### config.mk
export PLATFORM = sky130hd
export DESIGN_NAME = bcd_serial_add_ctrl
export DESIGN_NICKNAME = d
export VERILOG_FILES = /design/src/rtl/bcd_serial_add_ctrl.sv
export SDC_FILE = /design/constraint.sdc
export NUM_CORES = 1
export LEC_CHECK = 0
export ABC_AREA = 1
export CAP_MARGIN = 10
export CORE_MARGIN = 5
export CORE_UTILIZATION = 45
export DETAILED_ROUTE_END_ITERATION = 8
export MAX_ROUTING_LAYER = met4
export PLACE_DENSITY = 0.75
export SLEW_MARGIN = 10
export SYNTH_ARGS = -nofsm -noshare
export SYNTH_HDL_FRONTEND = slang
export SYNTH_SLANG_ARGS = --single-unit
### constraint.sdc
create_clock -name i_clk -period 1.8 [get_ports i_clk]
set_input_delay 0.27 -clock i_clk [delete_from_list [all_inputs] [get_ports i_clk]]
set_output_delay 0.27 -clock i_clk [all_outputs]
set_load 0.01 [all_outputs]
### src/rtl/bcd_serial_add_ctrl.sv
// Serial BCD adder controller: steps one shared external single-digit BCD adder
// across DIGITS digits, LSD first, rippling the carry through a register.
// Latency DIGITS+1 cycles from accepted start to the done pulse. Start is ignored while busy.
// Optional macro BCD_CHECK_EN adds the err port and rejects non-BCD operand digits at accept.
module bcd_serial_add_ctrl #(
    parameter int DIGITS = 4
) (
    input  logic                  i_clk,
    input  logic                  i_rst,
    input  logic                  i_start,
    input  logic [4*DIGITS-1:0]   i_a_in,
    input  logic [4*DIGITS-1:0]   i_b_in,
    input  logic                  i_cin,
    output logic                  o_busy,
    output logic                  o_done,
    output logic [4*DIGITS-1:0]   o_sum_out,
    output logic                  o_cout,
`ifdef BCD_CHECK_EN
    output logic                  o_err,
`endif
    output logic [3:0]            o_add_a,
    output logic [3:0]            o_add_b,
    output logic                  o_add_cin,
    input  logic [3:0]            i_add_res,
    input  logic                  i_add_cout
);

    localparam int IW = (DIGITS > 1) ? $clog2(DIGITS) : 1;
    localparam logic [IW-1:0] LAST_IDX = IW'(DIGITS - 1);

    typedef enum logic [1:0] {
        S_IDLE = 2'd0,
        S_RUN  = 2'd1,
        S_DONE = 2'd2
    } state_t;

    state_t                r_state;
    logic [IW-1:0]         r_idx;
    logic                  r_carry;
    logic [4*DIGITS-1:0]   r_a;
    logic [4*DIGITS-1:0]   r_b;
    logic [4*DIGITS-1:0]   r_sum;
    logic [4*DIGITS-1:0]   w_sum_next;
    logic                  w_accept;
    logic                  w_bad;

`ifdef BCD_CHECK_EN
    // True when any 4-bit digit of the operand is above 9.
    function automatic logic has_bad_digit(input logic [4*DIGITS-1:0] v);
        logic bad;
        bad = 1'b0;
        for (int i = 0; i < DIGITS; i++) begin
            if (v[4*i +: 4] > 4'd9) bad = 1'b1;
        end
        return bad;
    endfunction

    assign w_bad = has_bad_digit(i_a_in) | has_bad_digit(i_b_in);
`else
    assign w_bad = 1'b0;
`endif

    // A start is only honoured when no operation is in flight.
    assign w_accept = i_start && (r_state == S_IDLE || r_state == S_DONE);

    // Drive the shared adder with the current digit pair; park it at zero otherwise.
    always_comb begin
        o_add_a   = 4'd0;
        o_add_b   = 4'd0;
        o_add_cin = 1'b0;
        if (r_state == S_RUN) begin
            o_add_a   = r_a[4*r_idx +: 4];
            o_add_b   = r_b[4*r_idx +: 4];
            o_add_cin = r_carry;
        end
    end

    // Partial sum with the current adder result merged into the active digit slot.
    always_comb begin
        w_sum_next = r_sum;
        w_sum_next[4*r_idx +: 4] = i_add_res;
    end

    // Control FSM with all host-facing outputs registered.
    always_ff @(posedge i_clk) begin
        if (i_rst) begin
            r_state   <= S_IDLE;
            r_idx     <= '0;
            r_carry   <= 1'b0;
            r_a       <= '0;
            r_b       <= '0;
            r_sum     <= '0;
            o_busy    <= 1'b0;
            o_done    <= 1'b0;
            o_sum_out <= '0;
            o_cout    <= 1'b0;
`ifdef BCD_CHECK_EN
            o_err     <= 1'b0;
`endif
        end else begin
            case (r_state)
                S_IDLE, S_DONE: begin
                    o_done <= 1'b0;
                    if (w_accept) begin
                        r_a       <= i_a_in;
                        r_b       <= i_b_in;
                        r_carry   <= i_cin;
                        r_idx     <= '0;
                        r_sum     <= '0;
                        o_sum_out <= '0;
                        o_cout    <= 1'b0;
                        if (w_bad) begin
                            // Invalid digits: report immediately without using the adder.
                            r_state <= S_DONE;
                            o_busy  <= 1'b0;
                            o_done  <= 1'b1;
`ifdef BCD_CHECK_EN
                            o_err   <= 1'b1;
`endif
                        end else begin
                            r_state <= S_RUN;
                            o_busy  <= 1'b1;
`ifdef BCD_CHECK_EN
                            o_err   <= 1'b0;
`endif
                        end
                    end else begin
                        r_state <= S_IDLE;
                    end
                end
                S_RUN: begin
                    r_sum   <= w_sum_next;
                    r_carry <= i_add_cout;
                    if (r_idx == LAST_IDX) begin
                        r_state   <= S_DONE;
                        o_busy    <= 1'b0;
                        o_done    <= 1'b1;
                        o_sum_out <= w_sum_next;
                        o_cout    <= i_add_cout;
                    end else begin
                        r_idx <= r_idx + 1'b1;
                    end
                end
                default: begin
                    r_state <= S_IDLE;
                    o_busy  <= 1'b0;
                    o_done  <= 1'b0;
                end
            endcase
        end
    end

endmodule

# Yosys cells after proc, flatten, opt, wreduce, memory -nomap -nowiden
# Index checks and enable logic that the tools add are counted.
totals:
  register_bits: 72
  output_inout_bits: 28
  elab_cells: 56
classes:
  n_mux: 22
  shift: 4
  n_bitwise: 1
  n_eq_ne: 6
  addsub: 2
  n_reduce_logical: 11
ops:
  columns: ["cell", "count"]
  rows:
  - ["$pmux W16 S2", 2]
  - ["$neg A4 Y34", 1]
  - ["$shift A4 B34 Y16 const A", 1]
  - ["$shiftx A4 B34 Y16", 1]
  - ["$mux W16", 2]
  - ["$shiftx A16 B5 Y4", 2]
  - ["$bwmux W16", 1]
  - ["$mux W4", 2]
  - ["$pmux W2 S2", 2]
  - ["$mux W1", 7]
  - ["$mux W2", 3]
  - ["$pmux W1 S2", 3]
  - ["$reduce_and A2 Y1", 3]
  - ["$reduce_and A3 Y1", 2]
  - ["$eq A2 B2 Y1 const B", 2]
  - ["$ne A2 B2 Y1 const B", 2]
  - ["$reduce_or A2 Y1", 2]
  - ["$add A2 B1 Y2 const B", 1]
  - ["$eq A2 B1 Y1 const B", 1]
  - ["$logic_not A2 Y1", 1]
  - ["$ne A2 B1 Y1 const B", 1]
  - ["$reduce_bool A2 Y1", 1]
  - ["$logic_and A1 B1 Y1", 1]
  - ["$logic_or A1 B1 Y1", 1]
  - ["$not A1 Y1", 1]

# Longest topological paths before layout
# Gate-level depths: netlist of run 1.
logic_depth:
  depth_word: 5
  mapped_depth: 11

# Worst setup path before layout of run 1
# No wires, ideal clock.
synth_path:
  kind: "register -> register"
  start: "register r_idx[0]"
  end: "register r_sum[14]"
  arrival_ps: 1664
  setup_time_ps: 71
  n_path_buf: 2
  period_less_slack_ps: 1735
  stages_incl_launch_ff: 12
  slack_ps: 65
  path_cell_list: "dfxtp_1 -> inv_1 -> buf_2 -> buf_2 -> ha_1 -> inv_1 -> nand2_1 -> nor2_1 -> nand2_1 -> nand2_1 -> nand2_1 -> a21oi_1"
synth_via:
  elab_chain_cells: 4
  elab_cells_between_ends: 5
  classes_between: "1 x add/sub; 2 x shift; 2 x mux"
synth_lines:
  columns: ["element", "line", "rtl"]
  rows:
  - ["start, declared", "38", "logic [IW-1:0] r_idx;"]
  - ["start signal, assigned", "141", "r_idx <= r_idx + 1'b1;"]
  - ["$neg A4 Y34 (*)", "81", "w_sum_next[4*r_idx +: 4] = i_add_res;"]
  - ["$shiftx A4 B34 Y16 or $shift A4 B34 Y16 (tied branches)", "81", null]
  - ["$bwmux W16 (*)", "81", null]
  - ["$pmux W16 S2 (*)", "101", "case (r_state)"]
  - ["end signal, assigned", "132", "r_sum <= w_sum_next;"]
  - ["end, declared", "42", "logic [4*DIGITS-1:0] r_sum;"]
# Every way passes the cells marked *; elsewhere a longest branch is shown, timed or not.
# A chain may end at the register's enable or synchronous reset.

# Worst setup path in the final report of run 1
layout_path:
  start: "register r_idx[1]"
  end: "output o_add_a[3]"
layout_via:
  elab_chain_cells: 2
layout_lines:
  columns: ["element", "line", "rtl"]
  rows:
  - ["$shiftx A16 B5 Y4", "72", "o_add_a = r_a[4*r_idx +: 4];"]
  - ["$mux W4", "71", "if (r_state == S_RUN) begin"]
  - ["end, declared", "21", "output logic [3:0] o_add_a,"]
# No other way between the ends.

==> results of run 1 <==
[final timing paths]
check | from | endpoint | slack, ps | depth (start not counted)
max reg2reg | r_idx[0] | r_sum[0] | 190 | 8
min reg2reg | r_sum[0] | r_sum[0] | 470 | 2
min | r_sum[0] | r_sum[0] | 470 | 2
max | r_idx[1] | o_add_a[3] | 70 | 6
[through the flow]
stage	hold WS, ps	setup slack (ps)	utilization
after global placement	452	40.2	0.586
after CTS	468	-25.2	0.610
after floorplan	339	65.3	-
final	467	74.2	0.609
after global routing	489	2.65	0.609
after detailed placement	457	5.33	0.586
[what timing repair did]
action	CTS	global route
pin swaps	1	4
gates resized for setup	25	24
setup buffers	0	0
setup endpoints to repair	11	24
[cell type report]
| class | count | area (µm²) |
|---|---|---|
| Clock inverter | 4 | 22.5 |
| Fill cell | 678 | 2670 |
| Inverter | 18 | 68.8 |
| Clock buffer | 11 | 131 |
| Sequential cell | 72 | 1450 |
| Timing Repair Buffer | 86 | 815 |
| Tap cell | 96 | 120 |
| Multi-Input combinational cell | 328 | 1560 |
[sequential cells by signal, summed over array words and instances, names as in the netlist]
register   cells
o_busy         1
o_cout         1
o_done         1
o_sum_out     16
r_a           16
r_b           16
r_carry        1
r_idx          2
r_state        2
r_sum         16
[cells in the mapped netlist]
library cell	count	area, µm²
nor2_1	112	420
nand2_1	83	312
dfxtp_1	72	1440
o21ai_0	54	270
a21oi_1	30	150
a21oi_2	13	114
inv_1	13	48.8
o21ai_1	13	65.1
clkbuf_1	10	37.5
buf_2	8	40.0
ha_1	6	75.1
nand3_1	4	20.0
nand4_1	4	25.0
buf_4	3	22.5
buf_6	3	33.8
inv_2	3	11.3
nand2_4	3	33.8
nand2_2	2	12.5
a31oi_1	1	6.26
clkinv_1	1	3.75
clkinv_2	1	5.00
nor2_2	1	6.26
nor2_8	1	20.0
nor3_1	1	5.00
[kinds of logic after synthesis]
group | Yosys count | share of synthesized area
fa+ha+maj | 6 | 0.0236
compound gates | 111 | 0.190
flops | 72 | 0.453
buf+inv | 42 | 0.0638
simple gates | 211 | 0.269
[power by group]
group	total (W)	internal [W]	switching [W]
Sequential	0.00175	0.00170	0.0000589
Combinational	0.000674	0.000311	0.000363
Clock	0.00104	0.000486	0.000559
[worst max-delay path, delay by kind of cell, from the launching register on]
kind	cells	cell delay, ps
simple gates	1	80
flops	1	340
buf+inv	3	390
compound gates	2	290
[per-layer routing]
layer  GRT usage  part of all wire
met4      0.0975             0.027
met5           -                 0
met3      0.0401             0.056
met2       0.329              0.49
met1       0.206              0.43
==> impl_metrics.env, run 1 <==
export IMPL_outcome="complete, no violations"
export IMPL_instances_no_fill=615
export IMPL_core_area_mm2=0.00683
export IMPL_ant_nets=0
export IMPL_worstPathRequired_ps=1530
export IMPL_io_buffer_count=68
export IMPL_p_leak_nw=1.69
export IMPL_max_freq_mhz=579
export IMPL_dp_hpwl_mm=5.61
export IMPL_grt_pass1_vias=3023
export IMPL_syn_area_per_cell_um2=7.19
export IMPL_cts_path_max_buffers=2
export IMPL_fp_row_count=30
export IMPL_syn_cell_area_mm2=0.00318
export IMPL_num_nets_final=562
export IMPL_finClkSkew_ps=6.48
export IMPL_die_h_um=94.1
export IMPL_finalWirelength_mm=7.65
export IMPL_cts_root_buffer="clkbuf_8"
export IMPL_drive_gt1_frac=0.139
export IMPL_cts_sinks=72
export IMPL_setup_viol=0
export IMPL_worst_pin_slew_ps=272
export IMPL_grt_antenna_before_repair=0
export IMPL_crit_fanout=8
export IMPL_fin_crit_ps=1730
export IMPL_startpoint_type="flip-flop"
export IMPL_synth_seq_area_share=0.453
export IMPL_numCtsBuffers=9
export IMPL_totalPowerFinal_w=0.00347
export IMPL_dr_pass1_iters=4
export IMPL_dr_first_iter_drc_count=148
export IMPL_dp_cells=600
export IMPL_h_tree_depth=3
export IMPL_die_w_um=94.1
export IMPL_antennaDiodeCount=0
export IMPL_detail_route_vias_per_cell=4.93
export IMPL_num_vias=3030
export IMPL_slew_headroom=0.818
export IMPL_powerDensity_mw_per_mm2=835
export IMPL_hold_viol=0
export IMPL_crit_chain="clkinv_1 > buf_6 > nor2_1 > o21ai_0 > a21oi_1 > buf_2"
export IMPL_dpl_cell_area_mm2=0.00401
export IMPL_cts_tree="yes"
export IMPL_layout_common_cells="nor2_1, nand2_1, dfxtp_1"
export IMPL_grt_max_degree=34
export IMPL_io_pins=69
export IMPL_gp_congestion=0.842
export IMPL_synth_seq_cells=72
export IMPL_dieArea_mm2=0.00885
export IMPL_cp_arrival_ps=1460
export IMPL_grt_usage=0.190
export IMPL_drv_cap=0
export IMPL_clk_pin_slew_ps=70
export IMPL_setup_worst_path_end_class="output port"
export IMPL_syn_num_nets=489
export IMPL_initial_core_util=0.465
export IMPL_drc=0
export IMPL_syn_to_final_growth_pct=30.9
export IMPL_stdcell_area_mm2=0.00416
export IMPL_period_share=0.959
export IMPL_hold_class="reg -> reg"
export IMPL_rsz0062_at_grt="no"
export IMPL_drv_slew=0
export IMPL_tns_ps=0
export IMPL_ctsHoldBuffers=0
export IMPL_synth_warnings=0
export IMPL_slowest_stage="dfxtp_2"
export IMPL_wire_per_inst_um=12.4
export IMPL_grt_overflow=0
export IMPL_yosys_cell_types_count=24
export IMPL_clkLatencyLatePin_ps=340
export IMPL_grt_pass1_wl_mm=13.0
export IMPL_layout_commonest_cell="nor2_1"
export IMPL_vdd_drop_max_mv=0.434
export IMPL_crit_type="reg -> out"
export IMPL_synthCells=442
export IMPL_cp_slowest_stage_delay_ps=340
No activity file was read; power rests on OpenSTA's default activity.
==> inputs of run 2 (changes only) <==
==> constraint.sdc (replaced) <==
create_clock -name i_clk -period 1.55 [get_ports i_clk]
set_input_delay 0.2325 -clock i_clk [delete_from_list [all_inputs] [get_ports i_clk]]
set_output_delay 0.2325 -clock i_clk [all_outputs]
set_load 0.01 [all_outputs]
==> impl_metrics.env, run 2 (synthesis gave the netlist of run 1 again) <==
export IMPL_drv_cap=0
export IMPL_clkLatencyLatePin_ps=350
export IMPL_core_area_mm2=0.00683
export IMPL_die_h_um=94.1
export IMPL_fill_cells=575
export IMPL_finalWirelength_mm=8.52
export IMPL_gp_congestion=0.839
export IMPL_grt_pass1_wl_mm=13.5
export IMPL_outcome="finished, violations left"
export IMPL_failed_checks="setup timing"
export IMPL_ant_nets=0
export IMPL_grt_overflow=0
export IMPL_worstPathRequired_ps=1320
export IMPL_worst_pin_slew_ps=329
export IMPL_detail_route_vias_per_cell=5.04
export IMPL_dp_cells=605
export IMPL_clk_pin_slew_ps=70
export IMPL_crit_fanout=11
export IMPL_layout_commonest_cell="nor2_1"
export IMPL_max_freq_mhz=600
export IMPL_setup_viol=28
export IMPL_finClkSkew_ps=6.94
export IMPL_syn_to_final_growth_pct=44.2
export IMPL_vdd_drop_max_mv=0.453
export IMPL_setup_slack_ps=-115
export IMPL_h_tree_depth=3
export IMPL_dp_hpwl_mm=5.62
export IMPL_initial_core_util=0.465
export IMPL_hold_class="reg -> reg"
export IMPL_num_nets_final=574
export IMPL_grt_pass1_vias=3031
export IMPL_fp_row_count=30
export IMPL_place_ws_ps=-158
export IMPL_dr_first_iter_drc_count=117
export IMPL_startpoint_type="flip-flop"
export IMPL_setup_worst_path_end_class="output port"
export IMPL_cts_path_max_buffers=2
export IMPL_stdcell_area_mm2=0.00458
export IMPL_rsz0062_at_grt="yes"
export IMPL_hold_viol=0
export IMPL_dpl_cell_area_mm2=0.00409
export IMPL_cts_sinks=72
export IMPL_cts_root_buffer="clkbuf_8"
export IMPL_cts_tree="yes"
export IMPL_grt_max_degree=35
export IMPL_totalPowerFinal_w=0.00450
export IMPL_p_leak_nw=1.83
export IMPL_instances_no_fill=628
export IMPL_dieArea_mm2=0.00885
export IMPL_die_w_um=94.1
export IMPL_fin_crit_ps=1670
export IMPL_io_pins=69
export IMPL_numCtsBuffers=9
export IMPL_drc=0
export IMPL_io_buffer_count=68
export IMPL_drv_slew=0
export IMPL_antennaDiodeCount=0
export IMPL_powerDensity_mw_per_mm2=982
export IMPL_dr_pass1_iters=5
export IMPL_layout_common_cells="nor2_1, dfxtp_1, clkdlybuf4s50_1"
export IMPL_wire_per_inst_um=13.6
export IMPL_grt_antenna_before_repair=0
export IMPL_drive_gt1_frac=0.265
export IMPL_num_vias=3163
export IMPL_crit_type="reg -> out"
export IMPL_cp_arrival_ps=1430
export IMPL_period_share=1.07
export IMPL_slew_headroom=0.780
export IMPL_grt_usage=0.198
[run 2: cell count changes in the layout (fill, tap and decap cells not counted), moves of 3 or more]
cell     delta
nand2_1    -26
nand2_2    +23
a21oi_1    -14
a21oi_2    +14
o21ai_0    -11
o21ai_1    +11
buf_4       +6
nor2_4      +6
nor2_1      -5
nand3_1     -4
nand3_2     +4
nand2_4     +3
[run 2: report_power, final]
group / leakage, nW / switching (W) / internal, W
sequential: 0.594 / 0.0000704 / 0.00197
clock: 0.101 / 0.000713 / 0.000825
combinational: 1.13 / 0.000491 / 0.000433
[run 2: cell type report]
class | count | area [µm²] | area share
clock buffer | 11 | 151 | 0.0330
clock inverter | 5 | 55.1 | 0.0120
inverter | 18 | 76.3 | 0.0166
multi-input combinational | 328 | 1770 | 0.386
sequential | 72 | 1450 | 0.316
tap | 96 | 120 | 0.0262
timing repair buffer | 97 | 952 | 0.208
timing repair inverter | 1 | 11.3 | 0.00246
[run 2: worst max-delay path, stage by stage, from the launching register on]
cell and delay (ps):
dfxtp_4 380, buf_12 130, buf_6 90, nor2_1 30
nor2_1 70, o21ai_0 80, a21oi_1 150, buf_2 150
[run 2: what timing repair did]
action                                  4_1_cts  5_1_grt
setup buffers                                 4        1
endpoints found under the setup margin       41       41
hold buffers                                  0        0
gates resized for setup                      73       54
pin swaps                                    20       27
gates cloned                                  1        1
[run 2: per-stage QoR]
| step | hold slack, ps | TNS [ps] | utilization |
|---|---|---|---|
| 3_5_place_dp | 456 | -2900 | 0.599 |
| 6_report | 470 | -1450 | 0.671 |
| 4_1_cts | 467 | -675 | 0.642 |
| 5_1_grt | 478 | -4280 | 0.671 |
| 2_1_floorplan | 302 | 0 | - |
| 3_3_place_gp | 452 | -1080 | 0.599 |
[run 2: final timing paths]
check                start         end  slack [ps]  cells past startpoint
hold / removal    r_sum[2]    r_sum[2]         470                      2
setup reg to reg  r_idx[0]   r_sum[13]         -80                     10
hold reg to reg   r_sum[2]    r_sum[2]         470                      2
setup / recovery  r_idx[0]  o_add_b[2]        -120                      7
[run 2: layer usage]
metal | global-route usage | wire (µm) | vias to the layer above | part of all wire
li1 | - | - | 1600 | -
met1 | 0.217 | 3440 | 1455 | 0.40
met2 | 0.346 | 4540 | 93 | 0.53
met3 | 0.0449 | 397 | 15 | 0.047
met4 | 0.0842 | 147 | 0 | 0.017
met5 | - | 0 | - | 0
